--- src/rtl/mano_pkg.sv ---
// Shared constants, types and decode helpers for the Mano basic computer front end.
package mano_pkg;

  localparam int unsigned NUM_T   = 8;
  localparam int unsigned SC_W    = $clog2(NUM_T);
  localparam int unsigned WORD_W  = 16;
  localparam int unsigned OPC_MSB = 14;
  localparam int unsigned OPC_LSB = 12;
  localparam int unsigned IND_BIT = WORD_W - 1;
  localparam int unsigned D_RREF  = 7;

  typedef logic [NUM_T-1:0] t_onehot;

  // One-hot decode of a timing index.
  function automatic t_onehot sc_onehot(input logic [SC_W-1:0] idx);
    t_onehot r;
    r      = '0;
    r[idx] = 1'b1;
    return r;
  endfunction

  // One-hot decode of the 3-bit opcode field.
  function automatic logic [7:0] opc_decode(input logic [2:0] opc);
    logic [7:0] r;
    r      = '0;
    r[opc] = 1'b1;
    return r;
  endfunction

endpackage

--- src/rtl/mano_seq_counter.sv ---
// Sequence counter: clear/increment with enable, gated one-hot timing decode,
// and a one-cycle overrun pulse when the count wraps without a clear.
module mano_seq_counter
  import mano_pkg::*;
(
  input  logic            clk,
  input  logic            rst,
  input  logic            en_i,
  input  logic            clr_i,
  input  logic            gate_i,
  output logic [SC_W-1:0] sc_o,
  output t_onehot         t_o,
  output logic            overrun_o
);

  logic [SC_W-1:0] sc_q, sc_d;
  logic            ovr_q, ovr_d;

  always_comb begin
    sc_d  = sc_q;
    ovr_d = 1'b0;
    if (en_i) begin
      if (clr_i) begin
        sc_d = '0;
      end else begin
        sc_d  = sc_q + SC_W'(1);
        ovr_d = (sc_q == SC_W'(NUM_T - 1));
      end
    end
  end

  always_ff @(posedge clk) begin
    if (rst) begin
      sc_q  <= '0;
      ovr_q <= 1'b0;
    end else begin
      sc_q  <= sc_d;
      ovr_q <= ovr_d;
    end
  end

  assign sc_o      = sc_q;
  assign overrun_o = ovr_q;
  assign t_o       = gate_i ? sc_onehot(sc_q) : '0;

endmodule

--- src/rtl/mano_timing_decoder.sv ---
// Timing and decode front end: S flip-flop, IR, indirect flip-flop I, the
// opcode decoder, and the sequence counter that produces T[7:0].
module mano_timing_decoder
  import mano_pkg::*;
(
  input  logic              clk,
  input  logic              rst,
  input  logic              start,
  input  logic              halt,
  input  logic              sc_clr,
  input  logic [WORD_W-1:0] bus_in,
  output logic [NUM_T-1:0]  T,
  output logic [7:0]        D,
  output logic              J,
  output logic [WORD_W-1:0] ir_q,
  output logic [SC_W-1:0]   sc_q,
  output logic              running,
  output logic              sc_overrun
);

  logic              s_q, s_d;
  logic              i_q, i_d;
  logic [WORD_W-1:0] ir_d;
  logic [SC_W-1:0]   sc;
  t_onehot           t_vec;

  mano_seq_counter u_sc (
    .clk       (clk),
    .rst       (rst),
    .en_i      (s_q),
    .clr_i     (halt | sc_clr),
    .gate_i    (s_q),
    .sc_o      (sc),
    .t_o       (t_vec),
    .overrun_o (sc_overrun)
  );

  // IR loads at the end of T1 and I at the end of T2, regardless of sc_clr.
  always_comb begin
    s_d  = s_q;
    ir_d = ir_q;
    i_d  = i_q;
    if (halt) begin
      s_d = 1'b0;
    end else if (start) begin
      s_d = 1'b1;
    end
    if (s_q && (sc == SC_W'(1))) begin
      ir_d = bus_in;
    end
    if (s_q && (sc == SC_W'(2))) begin
      i_d = ir_q[IND_BIT];
    end
  end

  always_ff @(posedge clk) begin
    if (rst) begin
      s_q  <= 1'b0;
      i_q  <= 1'b0;
      ir_q <= '0;
    end else begin
      s_q  <= s_d;
      i_q  <= i_d;
      ir_q <= ir_d;
    end
  end

  assign T       = t_vec;
  assign D       = opc_decode(ir_q[OPC_MSB:OPC_LSB]);
  assign J       = i_q;
  assign sc_q    = sc;
  assign running = s_q;

endmodule
--- config.mk ---
export PLATFORM = sky130hd
export DESIGN_NAME = mano_timing_decoder
export DESIGN_NICKNAME = d
export VERILOG_FILES = /design/src/rtl/mano_pkg.sv /design/src/rtl/mano_seq_counter.sv /design/src/rtl/mano_timing_decoder.sv
export SDC_FILE = /design/constraint.sdc
export NUM_CORES = 1
export LEC_CHECK = 0
export CAP_MARGIN = 10
export CELL_PAD_IN_SITES_DETAIL_PLACEMENT = 1
export CELL_PAD_IN_SITES_GLOBAL_PLACEMENT = 2
export CORE_ASPECT_RATIO = 1.25
export CORE_MARGIN = 4
export CORE_UTILIZATION = 23
export CTS_CLUSTER_DIAMETER = 120
export DETAILED_ROUTE_END_ITERATION = 6
export PLACE_DENSITY = 0.88
export SETUP_SLACK_MARGIN = 0.2
export SKIP_LAST_GASP = 1
export SYNTH_ARGS = -nofsm -noshare
export SYNTH_HDL_FRONTEND = slang
export SYNTH_HIERARCHICAL = 1
export SYNTH_SLANG_ARGS = --single-unit
--- constraint.sdc ---
create_clock -name clk -period 2 [get_ports clk]
set_clock_uncertainty 0.2 [all_clocks]
set_input_delay 0.4 -clock clk [delete_from_list [all_inputs] [get_ports clk]]
set_output_delay 0.4 -clock clk [all_outputs]
set_load 0.05 [all_outputs]
==> out/results.txt, run 1 <==
Lkg Pwr = 0.777 nW
Syn avg cell area = 9.60 sq um
Vias post-DR = 1060
Top cells by area, synth = dfxtp_1 40%, nand2b_1 22%, mux2i_1 15%
Gr busiest metal = met2
Outcome = completed
CTS root buffer = clkbuf_8
Area occupied by registers = 467 sq um
Setup TNS = 0 ns
Gpl congestion = 0.709
DRC = 0
Crit end category = output port
Largest net degree at the start of global routing = 39
Footprint of the multi-input gates = 762 sq um
CTS tree = yes
First-pass GRT wire length = 5810 um
Worst-Margin Slew = 0.213 ns
Core area = 4690 sq um
Grt total ovfl = 0
Pwr/cell area = 416 nW/um^2
Max Cap Viol = 0
Chip width = 70.2 um
Post-detail-place hpwl = 2610 um
Depth of the CTS H-tree = 1
Clock transition at path regs = 0.08 ns
Drt pass-1 iters = 4
CP max FO = 10
CTS buffer count = 3
Slew Limit Fails = 0
Min-delay src = ir_q[9]
Avg Vias per Cell = 4.47
Per-cell routed wire length = 13.9 um
DIE HEIGHT = 85.8 um
Nets@finish = 201
Fin cells = 237
I/O pins = 59
Count of antenna-violating nets left after detailed routing = 0
Fmax = 560 MHz
Hold Fails Final Rpt = 0
Initial antenna violation count = 0
Rows = 28
Syn_nets = 139
Flop2flop setup slack = 0.58 ns
GRT met1 Usage = 13.5%
Setup crit start kind = flop
Total routed wirelength = 3310 um
Max_slew headroom = 85.7%
Final Cycle Share = 89.2%
Required time worst endpoint = 1.40 ns
Synthesized flop and latch total = 22
Grt met3 use = 4.34%
All-Layer GR Usage = 11.8%
Layout cells sized above 1 = 41.8%
Most common cell after layout, fill and taps aside = nand2b_1
Yosys warnings = 6
Sequential area share after synthesis = 39.6%
Dpl cells = 232
Synth area leader = dfxtp_1
FF-to-FF Start = u_sc/sc_o[2]
Iteration-0 DRC count of the detailed router = 20
Vias in the first global route = 1150
Diodes inserted = 0
Clk_lat worst skew = 0.26 ns
Hold WC Path Type = flop to flop
Synth Instances = 116
Top-area cell type share of the netlist area = 39.6%
Initial Util = 23.7%
Fin crit period = 1.78 ns
Final hold slack = 0.278 ns
RSZ-0062 raised after global routing = true
CTS Sinks = 22
Distinct cell type count after synthesis = 21
VDD IR max = 0.162 mV
Critical path origin = u_sc/sc_o[1]
Synthesized cell area = 1110 sq um
GRT met2 Usage = 20.6%
Full die area = 6030 sq um
Setup CP Type = flop to output port
Worst Path Arrival = 1.18 ns
Number of I/O port buffers = 58
Commonest non-fill, non-tap cells in the layout = 36 x nand2b_1, 25 x buf_4, 20 x clkdlybuf4s50_1
Area Growth Syn to Fin = 87.4%
Fillers = 530
Setup violators final = 0
CTS max path bufs = 2
## power breakdown
part / total [mW] / switching [mW] / internal (mW)
Combinational: 0.113 / 0.0449 / 0.0683
Clock: 0.320 / 0.144 / 0.175
Sequential: 0.436 / 0.00470 / 0.432
Total: 0.869 / 0.194 / 0.675
## stage by stage
stage | power, mW | utilization [%] | setup slack [ns] | area, sq um
6_report | 0.869 | 44.5 | 0.215 | 2090
4_1_cts | 0.888 | 44.3 | 0.199 | 2080
5_1_grt | 0.915 | 44.5 | 0.166 | 2090
3_5_place_dp | 0.566 | 42.3 | 0.0580 | 1990
2_1_floorplan | 0.502 | - | 0.0667 | 1230
3_3_place_gp | 0.562 | 42.3 | 0.116 | 1990
## worst paths after layout
check / endpoint / cells past startpoint
worst max-delay path: T[4] / 3
worst min-delay path: ir_q[9] / 2
worst max register to register: ir_q[8] / 3
worst min register to register: ir_q[9] / 2
## sequential cells by signal, indices dropped and copies added (netlist names)
name            flops
u_sc/overrun_o      1
u_sc/sc_o           3
ir_q               16
running             1
J                   1
## cells by family after synthesis
group / share of synthesized area (%)
AOI/OAI and AO/OA: 1.69
muxes: 15.3
DFF: 39.6
and+or+nand+nor: 37.4
adders and majority gates: 2.25
buffers and inverters: 3.82
## synth_stat cells (all sizes together)
master,number
dfxtp,22
nor2,8
and4bb,2
clkbuf,3
nor3,4
nor3b,3
nor4bb,1
mux2i,17
ha,2
buf,2
or2,1
nand2b,39
nand3b,2
and3,1
nand2,3
a21oi,3
and3b,2
or3b,1
## metal layers
layer	part of all wire [%]	wire length [um]
met1	39	1280
met2	51	1700
met3	8.7	286
met4	1.2	39
met5	0	0
## critical path: stages (launching register included)
cell and delay [ns]:
dfxtp_4 0.40, nand2b_2 0.24, nor2_4 0.14, buf_12 0.14
## what timing repair did
action | in CTS | in global routing
resized for setup | 10 | 3
pin swaps | 1 | 1
hold buffers | 0 | 0
endpoints found under the setup margin | 9 | 11
buffers inserted | 1 | 0
## cell type report
type	instances	area share, %
repair buffers	62	34.9
clock buffers	4	2.64
multi-input cells	89	36.5
well taps	60	3.60
flip-flops and latches	22	22.4
Power figures use the tool's default switching activity.
==> run 2, diff against run 1 <==
CAP_MARGIN = 40   (was 10)
==> results of run 2 <==
No change in the layout: final DEF, timing and power equal those of run 1.
